`config.mk`:
```
export PLATFORM = sky130hd
export DESIGN_NAME = bitstream_loader_flat
export DESIGN_NICKNAME = d
export VERILOG_FILES = /design/src/rtl/bitstream_loader_if.sv /design/src/rtl/bitstream_loader.sv /design/src/flat_wrapper.sv
export SDC_FILE = /design/constraint.sdc
export NUM_CORES = 1
export LEC_CHECK = 0
export ABC_AREA = 1
export CAP_MARGIN = 40
export CORE_MARGIN = 3
export CORE_UTILIZATION = 57
export CTS_BUF_LIST = sky130_fd_sc_hd__clkbuf_8
export DETAILED_ROUTE_END_ITERATION = 10
export HOLD_SLACK_MARGIN = 0.1
export PLACE_DENSITY = 0.89
export SYNTH_ARGS = -nofsm -noshare
export SYNTH_HDL_FRONTEND = slang
export SYNTH_SLANG_ARGS = --single-unit
```
`constraint.sdc`:
```
create_clock -name clk -period 2.2 [get_ports clk]
set_input_delay 0.33 -clock clk [delete_from_list [all_inputs] [get_ports clk]]
set_output_delay 0.33 -clock clk [all_outputs]
set_load 0.05 [all_outputs]
```
`src/rtl/bitstream_loader_if.sv`:
```
// Word stream feeding the bitstream loader: a plain valid/ready handshake.
// The master drives data and valid, the loader (slave) answers with ready.
interface bitstream_loader_if #(
    parameter int WORD_W = 8
);
    logic [WORD_W-1:0] s_data;
    logic              s_valid;
    logic              s_ready;

    modport master (output s_data, output s_valid, input s_ready);
    modport slave  (input s_data, input s_valid, output s_ready);
endinterface

```
`src/rtl/bitstream_loader.sv`:
```
// Serialises a word stream into a configuration chain, LSB first, two clk cycles per bit,
// while packing the bits falling out of the chain tail into readback words.
module bitstream_loader #(
    parameter int CHAIN_LEN = 136,
    parameter int WORD_W    = 8
) (
    input  logic                clk,
    input  logic                rst_n,
    input  logic                start,
    bitstream_loader_if.slave   s_if,
    output logic                prog_clk,
    output logic                prog_en,
    output logic                prog_in,
    input  logic                prog_out,
    output logic [WORD_W-1:0]   rb_data,
    output logic                rb_valid,
    output logic                busy,
    output logic                done
);

    localparam int CNT_W = $clog2(CHAIN_LEN + 1);
    localparam int IDX_W = (WORD_W > 1) ? $clog2(WORD_W) : 1;

    localparam logic [CNT_W-1:0] LAST_BIT  = CNT_W'(CHAIN_LEN - 1);
    localparam logic [CNT_W-1:0] CHAIN_END = CNT_W'(CHAIN_LEN);
    localparam logic [IDX_W-1:0] IDX_LAST  = IDX_W'(WORD_W - 1);

    localparam logic [2:0] IDLE     = 3'd0;
    localparam logic [2:0] FETCH    = 3'd1;
    localparam logic [2:0] SHIFT_LO = 3'd2;
    localparam logic [2:0] SHIFT_HI = 3'd3;
    localparam logic [2:0] DONE     = 3'd4;

    logic [2:0]        state_q, state_d;
    logic [CNT_W-1:0]  bit_cnt_q, bit_cnt_d;
    logic [IDX_W-1:0]  bit_idx_q, bit_idx_d;
    logic [WORD_W-1:0] word_q, word_d;
    logic [WORD_W-1:0] rb_sh_q, rb_sh_d;
    logic [WORD_W-1:0] rb_word;
    logic [WORD_W-1:0] rb_data_d;
    logic              rb_valid_d;
    logic              prog_en_d;
    logic              prog_clk_d;
    logic              prog_in_d;
    logic              s_ready_q, s_ready_d;
    logic              busy_d;
    logic              done_d;

    // Every output is a register, so its next value is derived from the next state.
    // The current word is shifted right between bits, keeping the active bit at word[0].
    always_comb begin
        state_d    = state_q;
        bit_cnt_d  = bit_cnt_q;
        bit_idx_d  = bit_idx_q;
        word_d     = word_q;
        rb_sh_d    = rb_sh_q;
        rb_word    = rb_sh_q;
        rb_data_d  = rb_data;
        rb_valid_d = 1'b0;
        prog_en_d  = prog_en;

        case (state_q)
            IDLE, DONE: begin
                if (start) begin
                    state_d   = FETCH;
                    bit_cnt_d = '0;
                    rb_sh_d   = '0;
                    prog_en_d = 1'b1;
                end
            end
            FETCH: begin
                if (s_if.s_valid && s_ready_q) begin
                    word_d    = s_if.s_data;
                    bit_idx_d = '0;
                    state_d   = SHIFT_LO;
                end
            end
            SHIFT_LO: begin
                // The tail bit is taken before prog_clk rises, so it is still the old chain content.
                rb_word[bit_idx_q] = prog_out;
                if (bit_idx_q == IDX_LAST || bit_cnt_q == LAST_BIT) begin
                    rb_data_d  = rb_word;
                    rb_valid_d = 1'b1;
                    rb_sh_d    = '0;
                end else begin
                    rb_sh_d = rb_word;
                end
                state_d = SHIFT_HI;
            end
            SHIFT_HI: begin
                bit_cnt_d = bit_cnt_q + CNT_W'(1);
                if (bit_cnt_d == CHAIN_END) begin
                    state_d   = DONE;
                    prog_en_d = 1'b0;
                end else if (bit_idx_q == IDX_LAST) begin
                    state_d = FETCH;
                end else begin
                    bit_idx_d = bit_idx_q + IDX_W'(1);
                    word_d    = word_q >> 1;
                    state_d   = SHIFT_LO;
                end
            end
            default: begin
                state_d = IDLE;
            end
        endcase

        s_ready_d  = (state_d == FETCH);
        busy_d     = (state_d == FETCH) || (state_d == SHIFT_LO) || (state_d == SHIFT_HI);
        done_d     = (state_d == DONE);
        prog_clk_d = (state_d == SHIFT_HI);
        prog_in_d  = ((state_d == SHIFT_LO) || (state_d == SHIFT_HI)) ? word_d[0] : 1'b0;
    end

    always_ff @(posedge clk) begin
        if (!rst_n) begin
            state_q   <= IDLE;
            bit_cnt_q <= '0;
            bit_idx_q <= '0;
            word_q    <= '0;
            rb_sh_q   <= '0;
            rb_data   <= '0;
            rb_valid  <= 1'b0;
            prog_en   <= 1'b0;
            prog_clk  <= 1'b0;
            prog_in   <= 1'b0;
            s_ready_q <= 1'b0;
            busy      <= 1'b0;
            done      <= 1'b0;
        end else begin
            state_q   <= state_d;
            bit_cnt_q <= bit_cnt_d;
            bit_idx_q <= bit_idx_d;
            word_q    <= word_d;
            rb_sh_q   <= rb_sh_d;
            rb_data   <= rb_data_d;
            rb_valid  <= rb_valid_d;
            prog_en   <= prog_en_d;
            prog_clk  <= prog_clk_d;
            prog_in   <= prog_in_d;
            s_ready_q <= s_ready_d;
            busy      <= busy_d;
            done      <= done_d;
        end
    end

    assign s_if.s_ready = s_ready_q;

endmodule

```
`src/flat_wrapper.sv`:
```
// flat-port wrapper written by rule: the top's interface ports become plain ports
module bitstream_loader_flat 
#(
    parameter int CHAIN_LEN = 136,
    parameter int WORD_W    = 8
)
  (clk, rst_n, start, prog_clk, prog_en, prog_in, prog_out, rb_data, rb_valid, busy, done, s_if_s_data, s_if_s_valid, s_if_s_ready);
  bitstream_loader_if #(.WORD_W(WORD_W)) s_if_i ();
  input  logic clk;
  input  logic rst_n;
  input  logic start;
  output logic prog_clk;
  output logic prog_en;
  output logic prog_in;
  input  logic prog_out;
  output logic [WORD_W-1:0] rb_data;
  output logic rb_valid;
  output logic busy;
  output logic done;
  input wire logic [$bits(s_if_i.s_data)-1:0] s_if_s_data;
  input wire logic [$bits(s_if_i.s_valid)-1:0] s_if_s_valid;
  output wire logic [$bits(s_if_i.s_ready)-1:0] s_if_s_ready;
  assign s_if_i.s_data = s_if_s_data;
  assign s_if_i.s_valid = s_if_s_valid;
  assign s_if_s_ready = s_if_i.s_ready;
  bitstream_loader #(.CHAIN_LEN(CHAIN_LEN), .WORD_W(WORD_W)) u_core (.clk(clk), .rst_n(rst_n), .start(start), .s_if(s_if_i), .prog_clk(prog_clk), .prog_en(prog_en), .prog_in(prog_in), .prog_out(prog_out), .rb_data(rb_data), .rb_valid(rb_valid), .busy(busy), .done(done));
endmodule
```
==> flow_summary.html, run 1 <==
<table>
<tr><th>Metric</th><th>Value</th></tr>
<tr><th colspan="2">Die</th></tr>
<tr><td>Top-Level Pins</td><td>28</td></tr>
<tr><td>Effective utilization at floorplan</td><td>between 60 and 70%</td></tr>
<tr><td>Height of the die</td><td>between 60 and 70 um</td></tr>
<tr><td>Area of the die</td><td>4583 sq um</td></tr>
<tr><td>Die width</td><td>a little under 70 um</td></tr>
<tr><td>Core footprint</td><td>approximately 3500 sq um</td></tr>
<tr><td>Row count</td><td>21</td></tr>
<tr><th colspan="2">CTS</th></tr>
<tr><td>Clock slew seen by the registers of the worst setup and hold paths</td><td>0.08 ns</td></tr>
<tr><td>Clock tree from TritonCTS</td><td>yes</td></tr>
<tr><td>Clock sink count</td><td>45</td></tr>
<tr><td>TritonCTS buffer count</td><td>5</td></tr>
<tr><td>Post-CTS setup-driven buffer insertion count</td><td>0</td></tr>
<tr><td>Clk Tree Root Cell</td><td>clkbuf_8</td></tr>
<tr><td>Maximum clock insertion buffer count</td><td>2</td></tr>
<tr><td>Clock insertion delay at the later pin of the skew report</td><td>approximately 0.30 ns</td></tr>
<tr><td>H-tree levels</td><td>2</td></tr>
<tr><th colspan="2">Yosys</th></tr>
<tr><td>Share of the synthesized area in the top cell type</td><td>41.52%</td></tr>
<tr><td>Most frequently used flop master after synthesis</td><td>dfxtp_1</td></tr>
<tr><td>Flip-flop and latch count after synthesis</td><td>45</td></tr>
<tr><td>Async S/R FF share, synth</td><td>0%</td></tr>
<tr><td>Net count after synthesis</td><td>331</td></tr>
<tr><td>Library cell with the largest summed area after synthesis</td><td>dfxtp_1</td></tr>
<tr><td>Number of instances in the synthesized netlist</td><td>between 300 and 400</td></tr>
<tr><td>Yosys cell types</td><td>28</td></tr>
<tr><td>Top area cells in the synthesized netlist</td><td>dfxtp_1, nand2_1, nor2_1, a21oi_1, nand3_1</td></tr>
<tr><td>Netlist Area Pre-Place</td><td>between 2000 and 2500 sq um</td></tr>
<tr><td>Synth warn</td><td>0</td></tr>
<tr><td>Number of synthesized flops with an enable pin</td><td>0</td></tr>
<tr><td>Seq/Total Area, Yosys</td><td>just over 40%</td></tr>
<tr><td>Synthesized area per cell</td><td>approximately 6.9 sq um</td></tr>
<tr><th colspan="2">Power and ir drop</th></tr>
<tr><td>Leakage power</td><td>approximately 0.0010 uW</td></tr>
<tr><td>VDD IR max</td><td>0.0004559 V</td></tr>
<tr><td>Power density cells</td><td>620.9 nW/um^2</td></tr>
<tr><th colspan="2">Placement</th></tr>
<tr><td>DPL Wire Length</td><td>approximately 3300 um</td></tr>
<tr><td>Post-Place Worst Slack</td><td>0.2493 ns</td></tr>
<tr><td>Number of port buffers</td><td>27</td></tr>
<tr><td>Placer's final routability congestion estimate</td><td>about 0.95</td></tr>
<tr><th colspan="2">Detailed routing</th></tr>
<tr><td>Total via count after detailed routing</td><td>a little over 2k</td></tr>
<tr><td>DRC marker count from the first detailed-route iteration</td><td>approximately 160</td></tr>
<tr><td>Routed Antenna Nets</td><td>0</td></tr>
<tr><td>Iteration count of the initial detailed-routing pass</td><td>4</td></tr>
<tr><td>Total length of routed wires</td><td>between 4000 and 5000 um</td></tr>
<tr><td>Number of remaining DRC errors</td><td>0</td></tr>
<tr><td>Per-cell via count in the routed design</td><td>~5.2</td></tr>
<tr><td>Wire length per cell after detailed routing</td><td>11.86 um</td></tr>
<tr><th colspan="2">Timing</th></tr>
<tr><td>Final number of max-transition violations</td><td>0</td></tr>
<tr><td>Final setup violating endpoints</td><td>0</td></tr>
<tr><td>Skew final</td><td>between 0.008 and 0.009 ns</td></tr>
<tr><td>Max-slew headroom</td><td>between 60 and 70%</td></tr>
<tr><td>Transition time of the tightest slew-check pin</td><td>approximately 0.53 ns</td></tr>
<tr><td>Count of final hold-check violations</td><td>0</td></tr>
<tr><td>Post-route worst setup slack</td><td>roughly 0.25 ns</td></tr>
<tr><td>Shortest period the worst path allows</td><td>1.948 ns</td></tr>
<tr><td>Sum of negative setup slack</td><td>0 ns</td></tr>
<tr><td>Final period utilization</td><td>88.54%</td></tr>
<tr><td>Unrepaired setup endpoints after global routing</td><td>no</td></tr>
<tr><td>Top achievable clock speed</td><td>between 0.5 and 0.6 GHz</td></tr>
<tr><th colspan="2">Worst setup path</th></tr>
<tr><td>Data required time at the worst endpoint</td><td>2.40 ns</td></tr>
<tr><td>Arrival time at the worst endpoint</td><td>approximately 2.2 ns</td></tr>
<tr><td>Launch point of the worst reg-to-reg path</td><td>u_core.bit_cnt_q[0]</td></tr>
<tr><td>Depth of the worst register-to-register path</td><td>12</td></tr>
<tr><td>Reg-to-reg critical path endpoint</td><td>u_core.bit_idx_q[1]</td></tr>
<tr><td>Critical Path Source Type</td><td>flip-flop</td></tr>
<tr><td>Slack of the worst reg-to-reg path</td><td>about 0.25 ns</td></tr>
<tr><td>Critical path start-end classification</td><td>flip-flop to flip-flop</td></tr>
<tr><td>Kind of end point of the critical path</td><td>flip-flop</td></tr>
<tr><td>Peak fanout along the critical path</td><td>11</td></tr>
<tr><th colspan="2">GRT</th></tr>
<tr><td>Number of global-route vias before repair</td><td>about 1.9k</td></tr>
<tr><td>Largest net degree at the start of global routing</td><td>19</td></tr>
<tr><td>Overall track demand over capacity in global routing</td><td>around 23%</td></tr>
<tr><td>GRT Residual Overflow</td><td>0</td></tr>
<tr><td>Global-route wire length before repair</td><td>a little under 8000 um</td></tr>
<tr><td>Initial antenna violation count</td><td>0</td></tr>
<tr><th colspan="2">Outcome</th></tr>
<tr><td>Outcome</td><td>finished clean</td></tr>
<tr><th colspan="2">Finish</th></tr>
<tr><td>Antenna Diode Count</td><td>0</td></tr>
<tr><td>Layout cell share with drive strength beyond 1</td><td>about 9%</td></tr>
<tr><td>Total Nets Final</td><td>364</td></tr>
<tr><td>Area Overhead vs Synth</td><td>18.57%</td></tr>
<tr><th colspan="2">Job</th></tr>
<tr><td>Max-capacitance violation count</td><td>0</td></tr>
<tr><th colspan="2">Worst hold path</th></tr>
<tr><td>Hold crit path type</td><td>flip-flop to flip-flop</td></tr>
<tr><td>Critical hold path startpoint</td><td>u_core.rb_sh_q[4]</td></tr>
<tr><td>Hold endpoint</td><td>u_core.rb_sh_q[4]</td></tr>
<tr><td>Worst hold path stage count</td><td>2</td></tr>
</table>
[worst max path at each step]
stage / from / to / cells past startpoint
global placement: u_core.bit_cnt_q[0] / u_core.bit_idx_q[1] / 10
global route: u_core.bit_cnt_q[0] / u_core.bit_idx_q[2] / 12
CTS: u_core.bit_cnt_q[0] / u_core.bit_idx_q[1] / 10
floorplan: u_core.bit_idx_q[1] / u_core.bit_idx_q[0] / 9
detailed placement: u_core.bit_cnt_q[0] / u_core.bit_idx_q[1] / 10
finish: u_core.bit_cnt_q[0] / u_core.bit_idx_q[1] / 12
[cell usage after synthesis (all sizes together) (3+ instances only)]
| master | instances |
|---|---|
| nand2 | 87 |
| nor2 | 62 |
| dfxtp | 45 |
| inv | 29 |
| a21oi | 24 |
| nand3 | 23 |
| o21ai | 17 |
| clkbuf | 4 |
| nand4 | 4 |
| a31oi | 3 |
| clkinv | 3 |
| ha | 3 |
| o21bai | 3 |
[metrics by stage]
stage,power (uW),std cells,util [%],area (sq um),hold WS [ns]
after CTS,1609,395,73.54,2570,0.4675
after floorplan,1058,315,-,2170,0.4437
final,1597,395,73.61,2572,0.4688
after global placement,1121,387,71.18,2487,0.4505
after global routing,1675,395,73.61,2572,0.4813
after detailed placement,1127,387,71.18,2487,0.4547
[what timing repair did]
| action | CTS | global route |
|---|---|---|
| resized for setup | 0 | 1 |
| hold buffers | 0 | 0 |
| endpoints found under the setup margin | 0 | 2 |
[flip-flops by register name, indices dropped and copies added, names as in the netlist]
| signal | count |
|---|---|
| u_core.busy | 1 |
| u_core.prog_en | 1 |
| u_core.s_if.s_ready | 1 |
| u_core.prog_clk | 1 |
| u_core.done | 1 |
| u_core.rb_data | 8 |
| u_core.bit_idx_q | 3 |
| u_core.word_q | 8 |
| u_core.state_q | 3 |
| u_core.rb_sh_q | 8 |
| u_core.bit_cnt_q | 8 |
| u_core.prog_in | 1 |
| u_core.rb_valid | 1 |
[worst max-delay path: stages, from the launching register on]
cell     delay, ns
dfxtp_1       0.40
ha_1          0.25
nand2_1       0.09
inv_1         0.10
nand2_1       0.06
nand2_1       0.07
nand2_2       0.08
nor2_4        0.16
nand4_4       0.17
nand2_2       0.24
inv_1         0.10
nor2_1        0.09
nor2_1        0.05
[where the power goes]
part	switching [uW]	internal [uW]
Clock	271	216
Combinational	152	89.6
Sequential	24.6	845
[layout make-up]
type | count | area, sq um
clock buffers | 5 | 68.82
clock inverters | 3 | 13.76
fillers | 291 | 922.1
inverters | 32 | 120.1
multi-input cells | 232 | 1104
flip-flops and latches | 45 | 900.9
well taps | 46 | 57.56
repair buffers | 32 | 307.8
[cell families (layout without fill, tap and decap cells)]
family	count (synthesis)	count (layout)	synth area share (%)
simple gates	179	179	35.81
compound gates	49	49	12.46
flops	45	45	41.52
buf+inv	38	72	7.727
fa+ha+maj	3	3	1.730
xor+xnor	1	1	0.7499
[routing by layer]
| layer | vias to the layer above | GRT usage [%] | wire length, um |
|---|---|---|---|
| met5 | - | 0 | 0 |
| met3 | 15 | 5.657 | 244 |
| met4 | 0 | 11.14 | 125 |
| li1 | 1069 | - | - |
| met1 | 909 | 27.39 | 2154 |
| met2 | 61 | 37.42 | 2162 |
[cells in the final DEF, fill, tap and decap left out]
cell	netlist	routed
nand2_1	80	80
nor2_1	59	58
nor3_1	1	1
ha_1	3	3
buf_4	0	5
a31oi_1	3	3
nand3_1	22	22
a21oi_1	22	22
a2bb2oi_1	1	1
clkinv_1	3	3
o21bai_1	3	3
clkinv_2	0	2
nor3b_2	1	1
nor2_2	2	3
o21ai_0	17	17
dfxtp_1	45	45
nand4_4	1	1
a21oi_2	2	2
nand2_2	7	7
nor3_2	1	1
nand4_1	3	3
xor2_2	1	1
clkdlybuf4s50_1	0	27
clkbuf_8	1	5
nand3_2	1	1
inv_1	28	29
nor2_4	1	1
a22oi_1	1	1
inv_2	1	1
Note: power is estimated with default switching activity, not from simulation.
==> run 2, diff against run 1 <==
Settings changed: CELL_PAD_IN_SITES_DETAIL_PLACEMENT from default to 1, CELL_PAD_IN_SITES_GLOBAL_PLACEMENT from default to 1, CORE_UTILIZATION 57 to 41.
==> run 2 against run 1 <==
Effect of this change: clock-buffer cell count stayed put; highest routed layer unchanged; die area rose by 35%; cell area grew 2.9%; largest cell class unchanged; routed wire length up 34%; sequential power is essentially flat; via count increased by 6.0%; worst hold slack worse by 0.0014 ns; first-iteration DRC count decreased by 30%; final cell count up 5.8%; clock power increased by 25%.
==> flow_summary.html, run 2 (synthesis results as in run 1) <==
<table>
<tr><th>Metric</th><th>Value</th></tr>
<tr><th colspan="2">CTS</th></tr>
<tr><td>Clk Tree Root Cell</td><td>clkbuf_8</td></tr>
<tr><td>Clock slew seen by the registers of the worst setup and hold paths</td><td>0.08 ns</td></tr>
<tr><td>Maximum clock insertion buffer count</td><td>2</td></tr>
<tr><td>TritonCTS buffer count</td><td>5</td></tr>
<tr><td>Clock tree from TritonCTS</td><td>yes</td></tr>
<tr><td>Clock sink count</td><td>45</td></tr>
<tr><td>Post-CTS setup-driven buffer insertion count</td><td>0</td></tr>
<tr><td>Clock insertion delay at the later pin of the skew report</td><td>approximately 0.30 ns</td></tr>
<tr><td>H-tree levels</td><td>2</td></tr>
<tr><th colspan="2">Worst setup path</th></tr>
<tr><td>Series of cell instances along the critical path</td><td>ha_1 &gt; nand2_1 &gt; inv_1 &gt; nand2_1 &gt; nand2_1 &gt; nand2_2 &gt; nor2_4 &gt; nand4_4 &gt; nand2_2 &gt; inv_1 &gt; nor2_1 &gt; nor2_1</td></tr>
<tr><td>Cell at the slowest stage of the critical path</td><td>dfxtp_1</td></tr>
<tr><td>Data required time at the worst endpoint</td><td>around 2.4 ns</td></tr>
<tr><td>Critical path start-end classification</td><td>flip-flop to flip-flop</td></tr>
<tr><td>Peak fanout along the critical path</td><td>11</td></tr>
<tr><td>Slack of the worst reg-to-reg path</td><td>around 0.17 ns</td></tr>
<tr><td>Most prevalent standard cell on the critical path</td><td>nand2_1</td></tr>
<tr><td>Critical Path Max Stage Delay</td><td>between 0.4 and 0.5 ns</td></tr>
<tr><td>Startpoint of the most critical setup path</td><td>u_core.bit_cnt_q[0]</td></tr>
<tr><td>Launch point of the worst reg-to-reg path</td><td>u_core.bit_cnt_q[0]</td></tr>
<tr><td>Critical Path Source Type</td><td>flip-flop</td></tr>
<tr><td>Kind of end point of the critical path</td><td>flip-flop</td></tr>
<tr><td>Arrival time at the worst endpoint</td><td>2.22 ns</td></tr>
<tr><th colspan="2">Power and ir drop</th></tr>
<tr><td>Power density cells</td><td>around 660 nW/um^2</td></tr>
<tr><td>VDD IR max</td><td>roughly 0.00028 V</td></tr>
<tr><td>Leakage power</td><td>about 0.0011 uW</td></tr>
<tr><th colspan="2">Worst hold path</th></tr>
<tr><td>Hold crit path type</td><td>flip-flop to flip-flop</td></tr>
<tr><td>Critical hold path startpoint</td><td>u_core.rb_sh_q[6]</td></tr>
<tr><th colspan="2">Die</th></tr>
<tr><td>Row count</td><td>25</td></tr>
<tr><td>Die width</td><td>around 79 um</td></tr>
<tr><td>Effective utilization at floorplan</td><td>between 40% and 50%</td></tr>
<tr><td>Top-Level Pins</td><td>28</td></tr>
<tr><td>Height of the die</td><td>78.75 um</td></tr>
<tr><td>Core footprint</td><td>4911 sq um</td></tr>
<tr><td>Area of the die</td><td>6201 sq um</td></tr>
<tr><th colspan="2">Detailed routing</th></tr>
<tr><td>Total length of routed wires</td><td>between 6000 and 7000 um</td></tr>
<tr><td>Routed Antenna Nets</td><td>0</td></tr>
<tr><td>Total via count after detailed routing</td><td>about 2.2k</td></tr>
<tr><td>DRC marker count from the first detailed-route iteration</td><td>~110</td></tr>
<tr><td>Per-cell via count in the routed design</td><td>about 5.2</td></tr>
<tr><td>Wire length per cell after detailed routing</td><td>15.01 um</td></tr>
<tr><td>Number of remaining DRC errors</td><td>0</td></tr>
<tr><td>Iteration count of the initial detailed-routing pass</td><td>4</td></tr>
<tr><th colspan="2">Finish</th></tr>
<tr><td>Area Overhead vs Synth</td><td>22.03%</td></tr>
<tr><td>Highest-count cells in the layout ignoring fill and taps</td><td>nand2_1, nor2_1, dfxtp_1, inv_1, clkdlybuf4s50_1</td></tr>
<tr><td>Total Nets Final</td><td>367</td></tr>
<tr><td>Layout cell share with drive strength beyond 1</td><td>9.687%</td></tr>
<tr><td>Post-Layout Cell Count</td><td>~420</td></tr>
<tr><td>Share of the core filled with cells</td><td>between 50% and 60%</td></tr>
<tr><td>Most common cell after layout, fill and taps aside</td><td>nand2_1</td></tr>
<tr><td>Antenna Diode Count</td><td>0</td></tr>
<tr><th colspan="2">Placement</th></tr>
<tr><td>Placer's final routability congestion estimate</td><td>0.8650</td></tr>
<tr><td>Cell count after placement</td><td>411</td></tr>
<tr><td>DPL Wire Length</td><td>approximately 4300 um</td></tr>
<tr><td>Number of port buffers</td><td>27</td></tr>
<tr><th colspan="2">Timing</th></tr>
<tr><td>Transition time of the tightest slew-check pin</td><td>between 0.5 and 0.6 ns</td></tr>
<tr><td>Max-slew headroom</td><td>about two thirds</td></tr>
<tr><td>Final number of max-transition violations</td><td>0</td></tr>
<tr><td>Final period utilization</td><td>92.35%</td></tr>
<tr><td>Worst hold margin</td><td>between 0.4 and 0.5 ns</td></tr>
<tr><td>Final setup violating endpoints</td><td>0</td></tr>
<tr><td>Sum of negative setup slack</td><td>0 ns</td></tr>
<tr><td>Count of final hold-check violations</td><td>0</td></tr>
<tr><td>Shortest period the worst path allows</td><td>roughly 2 ns</td></tr>
<tr><td>Top achievable clock speed</td><td>about 0.5 GHz</td></tr>
<tr><td>Skew final</td><td>0.01394 ns</td></tr>
<tr><td>Unrepaired setup endpoints after global routing</td><td>no</td></tr>
<tr><th colspan="2">GRT</th></tr>
<tr><td>Largest net degree at the start of global routing</td><td>19</td></tr>
<tr><td>GRT Residual Overflow</td><td>0</td></tr>
<tr><td>Initial antenna violation count</td><td>0</td></tr>
<tr><td>Global-route wire length before repair</td><td>around 11,000 um</td></tr>
<tr><td>Number of global-route vias before repair</td><td>around 2.3k</td></tr>
<tr><td>Overall track demand over capacity in global routing</td><td>a little over a fifth</td></tr>
<tr><th colspan="2">Outcome</th></tr>
<tr><td>Outcome</td><td>finished clean</td></tr>
<tr><th colspan="2">Job</th></tr>
<tr><td>Max-capacitance violation count</td><td>0</td></tr>
</table>
==> run 2: changes by cell type in the layout (fill, tap and decap cells not counted), sizes merged <==
cell / delta
buf: +3
bufinv: +1
inv: -1
clkinv: -1
==> run 2: layout make-up <==
class                           count  area, sq um
Fill cell                         672         2263
Multi-Input combinational cell    232         1109
Sequential cell                    45        900.9
Timing Repair Buffer               35        330.3
Inverter                           32        120.1
Tap cell                           67        83.83
Clock buffer                        5        68.82
Clock inverter                      2        35.03
==> run 2: worst paths after layout <==
| path | to | cells after the start |
|---|---|---|
| min reg2reg | u_core.rb_sh_q[6] | 2 |
| min | u_core.rb_sh_q[6] | 2 |
| max reg2reg | u_core.bit_idx_q[0] | 12 |
| max | u_core.bit_idx_q[0] | 12 |
==> run 2: repair_timing <==
action	4_1_cts	5_1_grt
setup endpoints to repair	0	2
gates resized for setup	0	2
hold buffers	0	0
==> run 2: layer usage <==
layer | share of wire [%] | vias to the layer above | GRT usage [%]
met5 | 0 | - | 0
met4 | 1.1 | 0 | 6.643
met3 | 3.9 | 7 | 4.308
met1 | 44 | 1051 | 26.04
met2 | 51 | 48 | 38.62
li1 | - | 1072 | -
==> run 2: through the flow <==
| step | cell area (sq um) | setup WS (ns) | power, uW |
|---|---|---|---|
| after global placement | 2536 | 0.3799 | 1129 |
| after detailed placement | 2536 | 0.2687 | 1140 |
| after CTS | 2640 | 0.1169 | 1746 |
| after floorplan | 2170 | 0.4510 | 1058 |
| final | 2648 | 0.1682 | 1736 |
| after global routing | 2648 | 0.03894 | 1819 |
==> run 2: report_power, final <==
group          leakage [uW]  switching, uW  internal, uW
registers          0.000365           25.5           844
logic              0.000647            168          90.8
clock network     0.0000540            277           331
==> run 2: critical path: cells and delay by family (launching register included) <==
family | cells | cell delay, ns
adders and majority gates | 1 | 0.27
buffers and inverters | 2 | 0.23
DFF | 1 | 0.42
and+or+nand+nor | 9 | 0.98
==> run 3, diff against run 2 <==
Settings changed: CORE_UTILIZATION 41 to 35, CTS_CLUSTER_DIAMETER from default to 50, PLACE_DENSITY 0.89 to 0.79, RECOVER_POWER from default to 100.
==> run 3 against run 2 <==
Effect of this change: utilization fell by 9.4 points; setup slack better by 0.030 ns; routed wire length shrank 7.9%; sequential share of layout area about the same; global-route usage down 4.4 points; cell area barely moved; critical path depth fell by 3; critical path type unchanged; critical endpoint is now u_core.word_q[6]; highest routed layer unchanged.
==> flow_summary.html, run 3 (synthesis results as in run 1) <==
<table>
<tr><th>Metric</th><th>Value</th></tr>
<tr><th colspan="2">Outcome</th></tr>
<tr><td>Outcome</td><td>finished clean</td></tr>
<tr><th colspan="2">Finish</th></tr>
<tr><td>Antenna Diode Count</td><td>0</td></tr>
<tr><td>Area Overhead vs Synth</td><td>22.09%</td></tr>
<tr><td>Layout cell share with drive strength beyond 1</td><td>under 10%</td></tr>
<tr><td>Total Nets Final</td><td>about 370</td></tr>
<tr><td>Count of filler cells inserted in the layout</td><td>788</td></tr>
<tr><td>Most common cell after layout, fill and taps aside</td><td>nand2_1</td></tr>
<tr><td>Final cell area excluding filler cells</td><td>approximately 2600 sq um</td></tr>
<tr><td>Highest-count cells in the layout ignoring fill and taps</td><td>nand2_1, nor2_1, dfxtp_1, inv_1, a21oi_1</td></tr>
<tr><th colspan="2">Placement</th></tr>
<tr><td>Placer's final routability congestion estimate</td><td>0.8237</td></tr>
<tr><td>DPL Wire Length</td><td>4203 um</td></tr>
<tr><td>Number of port buffers</td><td>27</td></tr>
<tr><td>Placed cell area</td><td>between 2000 and 3000 sq um</td></tr>
<tr><th colspan="2">GRT</th></tr>
<tr><td>Layer with the highest usage</td><td>met2</td></tr>
<tr><td>Global-route met2 utilization</td><td>a little over 30%</td></tr>
<tr><td>Overall track demand over capacity in global routing</td><td>between 15 and 20%</td></tr>
<tr><td>Largest net degree at the start of global routing</td><td>19</td></tr>
<tr><td>Number of global-route vias before repair</td><td>around 2.2k</td></tr>
<tr><td>Global-route wire length before repair</td><td>~10,000 um</td></tr>
<tr><td>Met1 usage in global routing</td><td>between 20% and 30%</td></tr>
<tr><td>Grt met3 use</td><td>under 10%</td></tr>
<tr><td>GRT Residual Overflow</td><td>0</td></tr>
<tr><td>Initial antenna violation count</td><td>0</td></tr>
<tr><th colspan="2">Timing</th></tr>
<tr><td>Transition time of the tightest slew-check pin</td><td>about 0.65 ns</td></tr>
<tr><td>Unrepaired setup endpoints after global routing</td><td>no</td></tr>
<tr><td>Max-slew headroom</td><td>around 56%</td></tr>
<tr><td>Shortest period the worst path allows</td><td>around 2 ns</td></tr>
<tr><td>Count of final hold-check violations</td><td>0</td></tr>
<tr><td>Top achievable clock speed</td><td>between 0.4 and 0.5 GHz</td></tr>
<tr><td>Sum of negative setup slack</td><td>0 ns</td></tr>
<tr><td>Final number of max-transition violations</td><td>0</td></tr>
<tr><td>Final setup violating endpoints</td><td>0</td></tr>
<tr><td>Final period utilization</td><td>90.99%</td></tr>
<tr><td>Skew final</td><td>~0.0041 ns</td></tr>
<tr><th colspan="2">CTS</th></tr>
<tr><td>H-tree levels</td><td>2</td></tr>
<tr><td>Maximum clock insertion buffer count</td><td>2</td></tr>
<tr><td>Clock insertion delay at the later pin of the skew report</td><td>roughly 0.30 ns</td></tr>
<tr><td>TritonCTS buffer count</td><td>5</td></tr>
<tr><td>Clock sink count</td><td>45</td></tr>
<tr><td>Clk Tree Root Cell</td><td>clkbuf_8</td></tr>
<tr><td>Count of hold buffers inserted by post-cts repair</td><td>0</td></tr>
<tr><td>Clock tree from TritonCTS</td><td>yes</td></tr>
<tr><td>Post-CTS setup-driven buffer insertion count</td><td>0</td></tr>
<tr><td>Clock slew seen by the registers of the worst setup and hold paths</td><td>~0.090 ns</td></tr>
<tr><th colspan="2">Worst setup path</th></tr>
<tr><td>Most prevalent standard cell on the critical path</td><td>nor2_1</td></tr>
<tr><td>Slack of the worst reg-to-reg path</td><td>between 0.15 and 0.2 ns</td></tr>
<tr><td>Critical path start-end classification</td><td>flip-flop to flip-flop</td></tr>
<tr><td>Series of cell instances along the critical path</td><td>ha_1 &gt; ha_1 &gt; inv_1 &gt; nor2_1 &gt; nor3b_2 &gt; buf_4 &gt; nand3_1 &gt; nor2_1 &gt; nor2_1</td></tr>
<tr><td>Depth of the worst register-to-register path</td><td>9</td></tr>
<tr><td>Critical Path Max Stage Delay</td><td>0.41 ns</td></tr>
<tr><td>Launch point of the worst reg-to-reg path</td><td>u_core.bit_idx_q[0]</td></tr>
<tr><td>Dominant delay contributor by cell family on the critical path</td><td>simple AND/OR/NAND/NOR gates</td></tr>
<tr><td>Critical Path Source Type</td><td>flip-flop</td></tr>
<tr><td>Reg-to-reg critical path endpoint</td><td>u_core.word_q[6]</td></tr>
<tr><td>Peak fanout along the critical path</td><td>9</td></tr>
<tr><td>Buffers and inverters on the worst path</td><td>2</td></tr>
<tr><td>Kind of end point of the critical path</td><td>flip-flop</td></tr>
<tr><td>Arrival time at the worst endpoint</td><td>2.20 ns</td></tr>
<tr><td>Data required time at the worst endpoint</td><td>roughly 2.4 ns</td></tr>
<tr><td>Cell at the slowest stage of the critical path</td><td>dfxtp_1</td></tr>
<tr><th colspan="2">Worst hold path</th></tr>
<tr><td>Hold crit path type</td><td>flip-flop to flip-flop</td></tr>
<tr><td>Critical hold path startpoint</td><td>u_core.rb_sh_q[6]</td></tr>
<tr><td>Hold endpoint</td><td>u_core.rb_sh_q[6]</td></tr>
<tr><td>Worst hold path stage count</td><td>2</td></tr>
<tr><th colspan="2">Detailed routing</th></tr>
<tr><td>Iteration count of the initial detailed-routing pass</td><td>4</td></tr>
<tr><td>DRC marker count from the first detailed-route iteration</td><td>between 40 and 50</td></tr>
<tr><td>Per-cell via count in the routed design</td><td>4.960</td></tr>
<tr><td>Total via count after detailed routing</td><td>2,108</td></tr>
<tr><td>Wire length per cell after detailed routing</td><td>13.59 um</td></tr>
<tr><td>Total length of routed wires</td><td>5775 um</td></tr>
<tr><td>Number of remaining DRC errors</td><td>0</td></tr>
<tr><td>Routed Antenna Nets</td><td>0</td></tr>
<tr><th colspan="2">Die</th></tr>
<tr><td>Effective utilization at floorplan</td><td>~36%</td></tr>
<tr><td>Die width</td><td>between 80 and 90 um</td></tr>
<tr><td>Core footprint</td><td>approximately 6000 sq um</td></tr>
<tr><td>Area of the die</td><td>7179 sq um</td></tr>
<tr><td>Top-Level Pins</td><td>28</td></tr>
<tr><td>Row count</td><td>28</td></tr>
<tr><td>Height of the die</td><td>about 85 um</td></tr>
<tr><th colspan="2">Power and ir drop</th></tr>
<tr><td>Power density cells</td><td>about 670 nW/um^2</td></tr>
<tr><td>Final Power</td><td>between 1500 and 2000 uW</td></tr>
<tr><td>Leakage power</td><td>roughly 0.0011 uW</td></tr>
<tr><td>VDD IR max</td><td>just over 0.0003 V</td></tr>
<tr><th colspan="2">Job</th></tr>
<tr><td>Max-capacitance violation count</td><td>0</td></tr>
</table>
## run 3: changes by cell type in the layout (fill, tap and decap cells not counted), sizes merged
cell	previous run	this run
buf	8	3
clkinv	4	3
dlygate4sd3	0	16
clkdlybuf4s50	27	11
clkbuf	5	9
inv	29	30
## run 3: worst max path at each step
stage,start,endpoint,slack (ns),cells past startpoint
6_report,u_core.bit_idx_q[0],u_core.word_q[6],0.20,9
5_1_grt,u_core.bit_cnt_q[0],u_core.bit_idx_q[2],0.01,12
4_1_cts,u_core.bit_cnt_q[0],u_core.bit_idx_q[2],0.11,10
3_5_place_dp,u_core.bit_cnt_q[0],u_core.bit_idx_q[2],0.14,10
3_3_place_gp,u_core.bit_cnt_q[0],u_core.bit_idx_q[1],0.28,10
2_1_floorplan,u_core.bit_idx_q[1],u_core.bit_idx_q[0],0.45,9
## run 3: layout make-up
cell class,instances,area [sq um],area share [%]
Timing Repair Buffer,33,304.0,11.48
Multi-Input combinational cell,232,1114,42.04
Clock buffer,6,82.58,3.118
Clock inverter,2,33.78,1.275
Inverter,32,120.1,4.535
Sequential cell,45,900.9,34.01
Tap cell,75,93.84,3.543
## run 3: power breakdown
group	switching, uW	total (uW)	internal [uW]
Clock	285	651	366
Sequential	24.3	869	844
Combinational	164	252	88.1
## run 3: worst reg2reg max path, delay by kind of cell, from the launching register on
family / cells / cell delay (ns)
and+or+nand+nor: 5 / 0.71
adders and majority gates: 2 / 0.46
DFF: 1 / 0.41
buffers and inverters: 2 / 0.33
## run 3: per-stage QoR
stage          setup slack [ns]  util, %  instances  hold WS, ns
2_1_floorplan            0.4510        -        315       0.4437
3_3_place_gp             0.2810    42.71        417       0.4547
3_5_place_dp             0.1399    42.71        417       0.4578
4_1_cts                  0.1117    44.66        425       0.4716
5_1_grt                 0.01129    44.47        425       0.4863
6_report                 0.1983    44.47        425       0.4713
## run 3: layer usage
layer	part of all wire [%]	wire (um)	up-vias
met2	48	2781	31
met5	0	0	-
li1	-	-	1075
met4	1.3	76	0
met3	3.0	172	7
met1	48	2745	995
## run 3: what timing repair did
| action | CTS | global route |
|---|---|---|
| gates resized for setup | 0 | 3 |
| endpoints found under the hold margin | 0 | 0 |
| setup endpoints to repair | 0 | 9 |
